**config.mk**
```make
export PLATFORM = sky130hd
export DESIGN_NAME = apb_interconnect
export DESIGN_NICKNAME = d
export VERILOG_FILES = /design/src/rtl/apb_pkg.sv /design/src/rtl/apb_timeout_counter.sv /design/src/rtl/apb_interconnect.sv
export SDC_FILE = /design/constraint.sdc
export NUM_CORES = 1
export LEC_CHECK = 0
export BUFFER_PORTS_ARGS = -buffer_cell sky130_fd_sc_hd__buf_2
export CELL_PAD_IN_SITES_DETAIL_PLACEMENT = 0
export CELL_PAD_IN_SITES_GLOBAL_PLACEMENT = 1
export CORE_ASPECT_RATIO = 0.75
export CORE_MARGIN = 3
export CORE_UTILIZATION = 21
export DETAILED_ROUTE_END_ITERATION = 7
export PLACE_DENSITY = 0.92
export SYNTH_ARGS = -nofsm -noshare
export SYNTH_HDL_FRONTEND = slang
export SYNTH_SLANG_ARGS = --single-unit
export TNS_END_PERCENT = 20
```
**constraint.sdc**
```tcl
create_clock -name PCLK -period 3.62 [get_ports PCLK]
set_clock_uncertainty 0.05 [all_clocks]
set_input_delay 0.905 -clock PCLK [delete_from_list [all_inputs] [get_ports PCLK]]
set_output_delay 0.905 -clock PCLK [all_outputs]
set_load 0.02 [all_outputs]
```
**src/rtl/apb_pkg.sv**
```systemverilog
// -----------------------------------------------------------------------------
// apb_pkg
// Shared definitions for the APB interconnect slice: bus data width, default
// read data returned on error completions, and the transfer-tracking FSM
// state type.
// -----------------------------------------------------------------------------
package apb_pkg;

  localparam int APB_DW = 32;

  localparam logic [APB_DW-1:0] APB_DEFAULT_RDATA = 32'hDEAD_BEEF;

  // IDLE covers both "no transfer" and the SETUP phase; ACCESS is the
  // PENABLE phase, possibly stretched by slave wait states.
  typedef enum logic {
    ST_IDLE   = 1'b0,
    ST_ACCESS = 1'b1
  } apb_state_e;

endpackage

```
**src/rtl/apb_timeout_counter.sv**
```systemverilog
// -----------------------------------------------------------------------------
// apb_timeout_counter
// Saturating wait-state counter. Counts up on inc, holds at MAX_COUNT and
// raises expired once it gets there. clear has priority over inc.
//
// Ports:
//   clk      in  1  clock
//   srst     in  1  synchronous active-high reset
//   clear    in  1  return count to zero
//   inc      in  1  count one wait cycle
//   expired  out 1  count has reached MAX_COUNT
// -----------------------------------------------------------------------------
module apb_timeout_counter #(
  parameter int MAX_COUNT = 16
) (
  input  logic clk,
  input  logic srst,
  input  logic clear,
  input  logic inc,
  output logic expired
);

  localparam int CW = $clog2(MAX_COUNT + 1);

  logic [CW-1:0] count_reg;

  assign expired = (count_reg == CW'(MAX_COUNT));

  always_ff @(posedge clk) begin
    if (srst || clear) begin
      count_reg <= '0;
    end else if (inc && !expired) begin
      count_reg <= count_reg + CW'(1);
    end
  end

endmodule

```
**src/rtl/apb_interconnect.sv**
```systemverilog
// -----------------------------------------------------------------------------
// apb_interconnect
// One APB master fanned out to NUM_SLAVES slaves. The slave index is taken
// from PADDR[DEC_HI:DEC_LO]; indices >= NUM_SLAVES are unmapped and complete
// immediately with PSLVERR and DEFAULT_RDATA. PWRITE/PADDR/PWDATA are
// broadcast to the slaves outside this block.
//
// Optional feature (macro APB_IC_TIMEOUT_EN): an ACCESS-phase wait counter
// forces an error completion when a slave stalls for more than
// TIMEOUT_CYCLES cycles. Without the macro a mapped transfer waits on the
// slave indefinitely.
//
// Ports:
//   PCLK, PRESET            clock, synchronous active-high reset
//   PSEL, PENABLE, PWRITE   master control
//   PADDR, PWDATA           master address / write data
//   PREADY, PRDATA, PSLVERR response to master
//   PSEL_S, PENABLE_S       one-hot slave selects, slave enable
//   PREADY_S, PRDATA_S,     per-slave responses; slave i data at
//   PSLVERR_S               PRDATA_S[32i+31:32i]
// -----------------------------------------------------------------------------
module apb_interconnect
  import apb_pkg::*;
#(
  parameter int                NUM_SLAVES     = 4,
  parameter int                DEC_HI         = 23,
  parameter int                DEC_LO         = 16,
  parameter int                TIMEOUT_CYCLES = 16,
  parameter logic [APB_DW-1:0] DEFAULT_RDATA  = APB_DEFAULT_RDATA
) (
  input  logic                         PCLK,
  input  logic                         PRESET,
  input  logic                         PSEL,
  input  logic                         PENABLE,
  input  logic                         PWRITE,
  input  logic [APB_DW-1:0]            PADDR,
  input  logic [APB_DW-1:0]            PWDATA,
  output logic                         PREADY,
  output logic [APB_DW-1:0]            PRDATA,
  output logic                         PSLVERR,
  output logic [NUM_SLAVES-1:0]        PSEL_S,
  output logic                         PENABLE_S,
  input  logic [NUM_SLAVES-1:0]        PREADY_S,
  input  logic [APB_DW*NUM_SLAVES-1:0] PRDATA_S,
  input  logic [NUM_SLAVES-1:0]        PSLVERR_S
);

  localparam int DW = DEC_HI - DEC_LO + 1;

  // Write direction, write data and non-decode address bits only matter to
  // the slaves, which receive them directly.
  logic unused_inputs;
  assign unused_inputs = ^{PWRITE, PWDATA, PADDR};

  apb_state_e    state_reg, state_next;
  logic [DW-1:0] sel_reg;
  logic          mapped_reg;

  logic [DW-1:0]         idx;
  logic                  mapped;
  logic [NUM_SLAVES-1:0] idx_hit;
  logic [NUM_SLAVES-1:0] sel_hit;
  logic                  setup;

  logic              slave_ready;
  logic [APB_DW-1:0] slave_rdata;
  logic              slave_err;
  logic              timed_out;

  assign idx    = PADDR[DEC_HI:DEC_LO];
  // 9 bits holds any 8-bit field value and NUM_SLAVES up to 16.
  assign mapped = 9'(idx) < 9'(NUM_SLAVES);
  assign setup  = PSEL && !PENABLE;

  // Per-port match against the live decode (SETUP) and the latched one
  // (ACCESS). Out-of-range indices match nothing, so PSEL_S stays all-zero.
  for (genvar gi = 0; gi < NUM_SLAVES; gi++) begin : g_dec
    assign idx_hit[gi] = (idx == DW'(gi));
    assign sel_hit[gi] = (sel_reg == DW'(gi));
  end

  // Response mux: only the latched slave's outputs are looked at.
  always_comb begin
    slave_ready = 1'b0;
    slave_rdata = '0;
    slave_err   = 1'b0;
    for (int i = 0; i < NUM_SLAVES; i++) begin
      if (sel_hit[i]) begin
        slave_ready = PREADY_S[i];
        slave_rdata = PRDATA_S[i*APB_DW +: APB_DW];
        slave_err   = PSLVERR_S[i];
      end
    end
  end

`ifdef APB_IC_TIMEOUT_EN
  logic wait_inc;

  assign wait_inc = (state_reg == ST_ACCESS) && PENABLE && mapped_reg && !slave_ready;

  // Held clear throughout IDLE, so every ACCESS phase starts from zero.
  apb_timeout_counter #(
    .MAX_COUNT (TIMEOUT_CYCLES)
  ) u_timeout (
    .clk     (PCLK),
    .srst    (PRESET),
    .clear   (state_reg == ST_IDLE),
    .inc     (wait_inc),
    .expired (timed_out)
  );
`else
  assign timed_out = 1'b0;
`endif

  always_ff @(posedge PCLK) begin
    if (PRESET) begin
      state_reg  <= ST_IDLE;
      sel_reg    <= '0;
      mapped_reg <= 1'b0;
    end else begin
      state_reg <= state_next;
      if (state_reg == ST_IDLE && setup) begin
        sel_reg    <= idx;
        mapped_reg <= mapped;
      end
    end
  end

  always_comb begin
    state_next = state_reg;
    PSEL_S     = '0;
    PENABLE_S  = 1'b0;
    PREADY     = 1'b0;
    PRDATA     = '0;
    PSLVERR    = 1'b0;

    case (state_reg)
      ST_IDLE: begin
        if (setup) begin
          state_next = ST_ACCESS;
          if (mapped) begin
            PSEL_S = idx_hit;
          end
        end
      end

      ST_ACCESS: begin
        if (!PSEL) begin
          // Master abandoned the transfer; selects already low by default.
          state_next = ST_IDLE;
        end else begin
          if (mapped_reg) begin
            PSEL_S    = sel_hit;
            PENABLE_S = PENABLE;
          end
          if (PENABLE) begin
            if (!mapped_reg) begin
              PREADY     = 1'b1;
              PSLVERR    = 1'b1;
              PRDATA     = DEFAULT_RDATA;
              state_next = ST_IDLE;
            end else if (slave_ready) begin
              // Checked before the timeout so a late-but-ready slave wins.
              PREADY     = 1'b1;
              PRDATA     = slave_rdata;
              PSLVERR    = slave_err;
              state_next = ST_IDLE;
            end else if (timed_out) begin
              PREADY     = 1'b1;
              PSLVERR    = 1'b1;
              PRDATA     = DEFAULT_RDATA;
              PSEL_S     = '0;
              PENABLE_S  = 1'b0;
              state_next = ST_IDLE;
            end
          end
        end
      end

      default: state_next = ST_IDLE;
    endcase

    // All master- and slave-facing outputs are quiet while reset is held.
    if (PRESET) begin
      PSEL_S    = '0;
      PENABLE_S = 1'b0;
      PREADY    = 1'b0;
      PRDATA    = '0;
      PSLVERR   = 1'b0;
    end
  end

endmodule

```
Yosys cells after proc, flatten, opt, wreduce, memory -nomap -nowiden
Cells that the tools add are included. W data, S select, Z words.

Register bits after elaboration: 10. Input bits: 205. Output and inout bits: 39.

Magnitude comparators: 1. Equal/unequal tests: 6. Multiplexer cells: 46. Bitwise gates (word level): 1. Reductions and logical operators: 5.

Operators with widths (number): $mux W32 (10); $eq A8 B2 Y1 const B (4); $mux W1 (29); $mux W4 (5); $eq A8 B1 Y1 const B (2); $logic_not A8 Y1 (2); $lt A8 B3 Y1 const B (1); $pmux W4 S2 (1); $logic_and A1 B1 Y1 (2); $pmux W1 S2 (1); $logic_not A1 Y1 (1); $not A1 Y1 (1).

Longest topological paths before layout
Gate-level depths: netlist of the first run.

Depth in word-level cells: 11. Depth in mapped cells: 5.

Least setup slack after synthesis of the first run
No wires, ideal clock.

Kind: input port to output port. Start: in PRESET. End: out PRDATA[28]. Arrival time: 2173 ps. Path slack: 492 ps. Cell stages on the path: 4. Path buffers: 1. Cells stage by stage: nand4b_1 > nand4b_2 > clkbuf_1 > o31ai_1.

Word-level cells in the longest chain between the ends: 1.

Ends and longest elaborated chain: from (decl) (line apb_interconnect.sv:32) `input logic PRESET,`; $mux W32 (line apb_interconnect.sv:184) `if (PRESET) begin`; to (decl) (line apb_interconnect.sv:39) `output logic [APB_DW-1:0] PRDATA,`.

Every way passes these cells.

Worst setup path in the final report of the first run
Start: in PADDR[22]. End: out PSEL_S[0].

Word-level cells in the longest chain between the ends: 5. Elaborated cells on any way between the ends: 6.

Ends and longest elaborated chain: from (decl) (line apb_interconnect.sv:36) `input logic [APB_DW-1:0] PADDR,`; $lt A8 B3 Y1 / $logic_not A8 Y1 (equally long branches) (line apb_interconnect.sv:72, apb_interconnect.sv:78); $mux W4 (*) (line apb_interconnect.sv:141) `if (mapped) begin`; $mux W4 (*) (line apb_interconnect.sv:139) `if (setup) begin`; $pmux W4 S2 (*) (line apb_interconnect.sv:137) `case (state_reg)`; $mux W4 (*) (line apb_interconnect.sv:184); to (decl) (line apb_interconnect.sv:41) `output logic [NUM_SLAVES-1:0] PSEL_S,`.

Every way passes the cells marked *; elsewhere a longest branch is shown, timed or not.

==> results_dict.tcl, run 1 <==
set metrics [dict create \
    status "complete, no violations" \
    wl_um 7620 \
    drt-wirelength-per-cell_um 16.0 \
    synth_top_area_share_pct 25.8 \
    nets 578 \
    crit_path_cell_trace "buf_2, nor4_1, nand4b_1, o32ai_1, buf_2" \
    crit_end "PSEL_S[0]" \
    slowest_stage "nor4_1" \
    boundaryPins 244 \
    num_rows 28 \
    fin_cells 477 \
    r2r-start "sel_reg[1]" \
    dr.pass1.iters 4 \
    initial_core_util_pct 21.9 \
    synth_largest_area_cell "mux4_2" \
    place_inst 473 \
    largest_reg_flops 8 \
    synth-seq-cells 10 \
    first_global_vias 2459 \
    die_w_um 111 \
    post-dp-hpwl_um 6210 \
    core-area_um2 7990 \
    path_delay_family "simple AND/OR/NAND/NOR gates" \
    cellLeakagePower_nw 1.40 \
    syn-num-nets 397 \
    clock_sinks 10 \
    dieArea_um2 9450 \
    hold_violations 0 \
    drtAntennaViolNets 0 \
    worstPathArrival_ps 2210 \
    gr-total-overflow 0 \
    cts_tree "yes" \
    final_area_um2 2850 \
    clock.fmax_ghz 0.316 \
    rsz0062_at_grt "false" \
    max_cap_violations 0 \
    critPathLaunchType "input port" \
    path_class "in2out" \
    synth_area_leaders "mux4_2 26%, dfxtp_1 11%, mux2i_1 7.5%" \
    max_stage_delay_ps 470 \
    area_growth_pct 63.4 \
    fin_tns_setup_ps 0 \
    n_antenna_cell 0 \
    cp.required_ps 2660 \
    viasPerCell 4.94 \
    clockBufferDepth 2 \
    port_buffers 186 \
    fillers 816 \
    synth_cells 192 \
    cts_root_buffer "clkbuf_8" \
    power_density_nw_per_um2 171 \
    syn_area_um2 1750 \
    gp_congestion 0.866 \
    synth_warnings 0 \
    drive_above_1_share_pct 63.4 \
    grt.total_usage_pct 15.3 \
    dpl-instance-area_um2 2800 \
    crit_top_cell "buf_2" \
    path_buf_inv 2 \
    rr_worst_depth 3 \
    finalSetupViolCount 0 \
    worstPathMaxFanout 3 \
    timing.final.ws_setup_ps 458 \
    startpoint "PADDR[22]" \
    max-vdd-ir-drop_mv 0.103 \
    reg2reg_setup_slack_ps 2130 \
    die_h_um 85.0 \
    hold_buffers 0 \
    post_cts_buffers 0 \
    cp_num_cells 5 \
    grt_first_pass_wirelength_um 12100 \
    clock_latency_ps 240 \
    r2r_end "state_reg" \
    grt_max_degree 34 \
    hold_path.class "reg2reg" \
    min_period_ps 3160 \
    htreeDepth 1 \
    ys_types 35 \
    end_kind "output port" \
    avgSynthCellArea_um2 9.09 \
    synth-seq-area-share_pct 11.5 \
    antenna_found_initial 0 \
    drtIter0Drc 134 \
    num_vias 2356 \
    post-route-period-util_pct 87.4 \
    cts_inserted_buffers 3 \
    ctsResizeCount 0 \
    clk_pin_slew_worst_paths_ps 50 \
    post-route-util_pct 35.7 \
    pre_cts_slack_ps 474 \
    maxSlewHeadroom_pct 62.9 \
    tightestPinTransition_ps 557 \
    finalMaxSlewViolations 0 \
    drc 0 \
]
==> cell usage after synthesis <==
cell,n
a211oi_1,5
a21oi_1,2
a21oi_2,1
and2_1,1
and4_1,5
and4b_1,1
buf_2,6
buf_4,3
buf_6,1
clkbuf_1,10
clkinv_1,1
dfxtp_1,10
inv_1,14
mux2_2,9
mux2i_1,13
mux4_2,20
nand2b_1,3
nand3_1,4
nand4_1,1
nand4b_1,3
nand4b_2,1
nand4bb_1,1
nor2_1,11
nor2b_1,5
nor3_1,9
nor3b_1,9
nor4_1,1
nor4_4,1
o21ai_0,12
o22ai_1,9
o2bb2ai_1,1
o31ai_1,14
o32ai_1,3
or3_4,1
or4_4,1
==> how the worst min path moves through the flow <==
stage | slack (ps) | startpoint | cells after the start | end
after floorplan | 430 | sel_reg[7] | 2 | sel_reg[7]
after global placement | 450 | sel_reg[3] | 2 | sel_reg[3]
after detailed placement | 460 | sel_reg[7] | 2 | sel_reg[7]
after CTS | 470 | sel_reg[7] | 2 | sel_reg[7]
after global routing | 500 | sel_reg[7] | 2 | sel_reg[7]
final | 470 | sel_reg[7] | 2 | sel_reg[7]
==> layer usage <==
layer  global-route usage (%)  routed length [um]  up-vias
li1                         -                   -     1123
met1                     17.9                3040     1131
met2                     29.5                3970       97
met3                     3.14                 563        5
met4                     2.32                  45        0
met5                        0                   0        -
==> worst reg2reg max path: stages (launching register included) <==
cell and delay (ps):
dfxtp_2 680, mux4_2 460, nand3_1 120, o2bb2ai_1 110
==> through the flow <==
stage,hold slack (ps),total power [mW]
floorplan,426,0.244
global placement,446,0.344
detailed placement,459,0.352
CTS,474,0.494
global route,500,0.521
finish,468,0.488
==> cell usage in the layout, fill, tap and decap left out, types with 2 or more instances in the layout <==
cell type and count:
a211oi_1 5, inv_1 14, buf_4 9, mux2_2 9, clkbuf_8 4, mux2i_1 13, nor3_1 9, buf_2 186
a21oi_1 2, nand3_1 4, o31ai_1 14, nor3b_1 9, mux4_2 20, and4_1 5, nor2_1 11, o21ai_0 12
nand2b_1 3, nand4b_1 3, nor2b_1 5, dfxtp_1 8, dfxtp_2 2, o22ai_1 9, o32ai_1 3
==> cell type report <==
class                   count  area (um^2)  share of cell area, %
inverters                  15         56.3                   1.97
well taps                 105          131                   4.61
clock buffers               4         55.1                   1.93
flip-flops and latches     10          203                   7.11
repair buffers            196         1020                   35.7
multi-input cells         147         1390                   48.7
==> power breakdown <==
part / total, mW / internal [mW] / switching [mW]
clock network: 0.139 / 0.0956 / 0.0438
logic: 0.224 / 0.131 / 0.0930
registers: 0.125 / 0.116 / 0.00914
total: 0.488 / 0.342 / 0.146
==> logic make-up after synthesis <==
kind of cell,count (synthesis),share of synthesized area [%]
AOI/OAI and AO/OA,47,17.9
and+or+nand+nor,58,22.5
buffers and inverters,35,9.03
DFF,10,11.5
muxes,42,39.1
No activity file was read; power rests on OpenSTA's default activity.
==> inputs of run 2 (changes only) <==
--- a/config.mk
+++ b/config.mk
@@ -10,9 +10,9 @@
 export CELL_PAD_IN_SITES_GLOBAL_PLACEMENT = 1
 export CORE_ASPECT_RATIO = 0.75
 export CORE_MARGIN = 3
-export CORE_UTILIZATION = 21
+export CORE_UTILIZATION = 17
 export DETAILED_ROUTE_END_ITERATION = 7
-export PLACE_DENSITY = 0.92
+export PLACE_DENSITY = 0.8
 export SYNTH_ARGS = -nofsm -noshare
 export SYNTH_HDL_FRONTEND = slang
 export SYNTH_SLANG_ARGS = --single-unit
==> constraint.sdc (replaced) <==
create_clock -name PCLK -period 2.6 [get_ports PCLK]
set_clock_uncertainty 0.05 [all_clocks]
set_input_delay 0.65 -clock PCLK [delete_from_list [all_inputs] [get_ports PCLK]]
set_output_delay 0.65 -clock PCLK [all_outputs]
set_load 0.02 [all_outputs]
==> run 2 against run 1 <==
Against the previous run:
- die area rose by 22%
- clock power rose by 120%
- global-route usage fell by 2.5 points
- register-to-register slack got worse by 900 ps
- critical path type unchanged
- largest cell class unchanged
- largest power group unchanged
==> results_dict.tcl, run 2 (synthesis results as in run 1) <==
set metrics [dict create \
    initial_core_util_pct 17.8 \
    grt_first_pass_wirelength_um 11800 \
    power_density_nw_per_um2 264 \
    cellLeakagePower_nw 1.47 \
    finalSetupViolCount 0 \
    nets 584 \
    tightestPinTransition_ps 415 \
    drc 0 \
    finalMaxSlewViolations 0 \
    htreeDepth 1 \
    post-dp-hpwl_um 6650 \
    first_global_vias 2352 \
    layout_common_cells "179 x buf_2, 20 x mux4_2, 20 x buf_4, 14 x inv_1, 13 x mux2i_1" \
    end_kind "output port" \
    hold_buffers 0 \
    gp_congestion 0.760 \
    post_cts_buffers 0 \
    worstPathMaxFanout 10 \
    wl_um 8060 \
    die_w_um 123 \
    hold_violations 0 \
    die_h_um 93.8 \
    clock_sinks 10 \
    drt-wirelength-per-cell_um 15.8 \
    port_buffers 186 \
    post-route-util_pct 31.2 \
    drtAntennaViolNets 0 \
    cp.required_ps 1900 \
    viasPerCell 4.66 \
    cts_inserted_buffers 3 \
    maxSlewHeadroom_pct 72.1 \
    grt_max_degree 45 \
    critPathLaunchType "input port" \
    cts_root_buffer "clkbuf_16" \
    n_antenna_cell 0 \
    fin_tns_setup_ps 0 \
    max_stage_delay_ps 300 \
    drtIter0Drc 51 \
    antenna_found_initial 0 \
    final_area_um2 3060 \
    post-route-period-util_pct 99.3 \
    clk_pin_slew_worst_paths_ps 40 \
    layout_commonest_cell "buf_2" \
    gr-total-overflow 0 \
    crit_path_cell_trace "buf_2, buf_4, nor3b_1, buf_4, nand4_1, a21oi_2, buf_2" \
    num_rows 31 \
    cts_tree "yes" \
    dr.pass1.iters 5 \
    path_class "in2out" \
    largest_reg_flops 8 \
    clock_latency_ps 240 \
    hold_path.class "reg2reg" \
    worstPathArrival_ps 1880 \
    dieArea_um2 11500 \
    max-vdd-ir-drop_mv 0.199 \
    core-area_um2 9810 \
    slowest_stage "nor3b_1" \
    drive_above_1_share_pct 66.4 \
    area_growth_pct 75.3 \
    rsz0062_at_grt "true" \
    grt.total_usage_pct 12.8 \
    clockBufferDepth 2 \
    status "complete, no violations" \
    clock.fmax_ghz 0.387 \
    reg2reg_setup_slack_ps 1230 \
    num_vias 2376 \
    min_period_ps 2580 \
    max_cap_violations 0 \
    dpl-instance-area_um2 2910 \
    boundaryPins 244 \
]
## run 2: changes by cell type in the layout (fill, tap and decap cells not counted), moves of 2 or more
cell and delta:
buf_12 +2, buf_2 -7, buf_4 +11, clkbuf_16 +3, clkbuf_8 -3, o31ai_1 -7, o31ai_2 +7
## run 2: power by group
group	switching (mW)	total (mW)	internal (mW)	leakage (nW)
sequential	0.00940	0.170	0.161	0.0825
clock	0.0756	0.307	0.232	0.0442
combinational	0.140	0.331	0.191	1.34
## run 2: critical path, delay by kind of cell
| family | cells | cell delay, ps |
|---|---|---|
| buffers and inverters | 4 | 640 |
| AOI/OAI and AO/OA | 1 | 160 |
| and+or+nand+nor | 2 | 430 |
## run 2: routing by layer
metal	routed length (um)	vias to the layer above	part of all wire, %	track usage (%)
met1	3220	1121	40	15.8
met5	0	-	0	0
met4	52	0	0.64	2.58
met3	817	4	10	2.65
li1	-	1135	-	-
met2	3970	116	49	23.0
## run 2: area by class of cell
cell class,count,area (um^2)
fill,1045,6750
multi-input combinational,147,1440
timing repair buffer,202,1110
sequential,10,203
tap,132,165
clock buffer,4,88.8
inverter,15,56.3
## run 2: through the flow
stage	hold WS (ps)	worst slack, ps	cells	total power, mW
2_1_floorplan	426	-13.9	192	0.340
3_3_place_gp	448	-69.9	506	0.489
3_5_place_dp	467	-96.7	506	0.500
4_1_cts	472	14.8	510	0.812
5_1_grt	510	-47.7	510	0.853
6_report	491	18.7	510	0.809
## run 2: what timing repair did
action | CTS | global route
endpoints found under the hold margin | 0 | 0
gates resized for setup | 2 | 14
endpoints found under the setup margin | 14 | 18
## run 2: path summary, 6_finish.rpt
path                                 start    endpoint  cells after the start
worst max-delay path                  PSEL   PSEL_S[3]                      7
worst min register to register  mapped_reg  mapped_reg                      2
worst max register to register   state_reg  sel_reg[0]                      4
worst min-delay path            mapped_reg  mapped_reg                      2
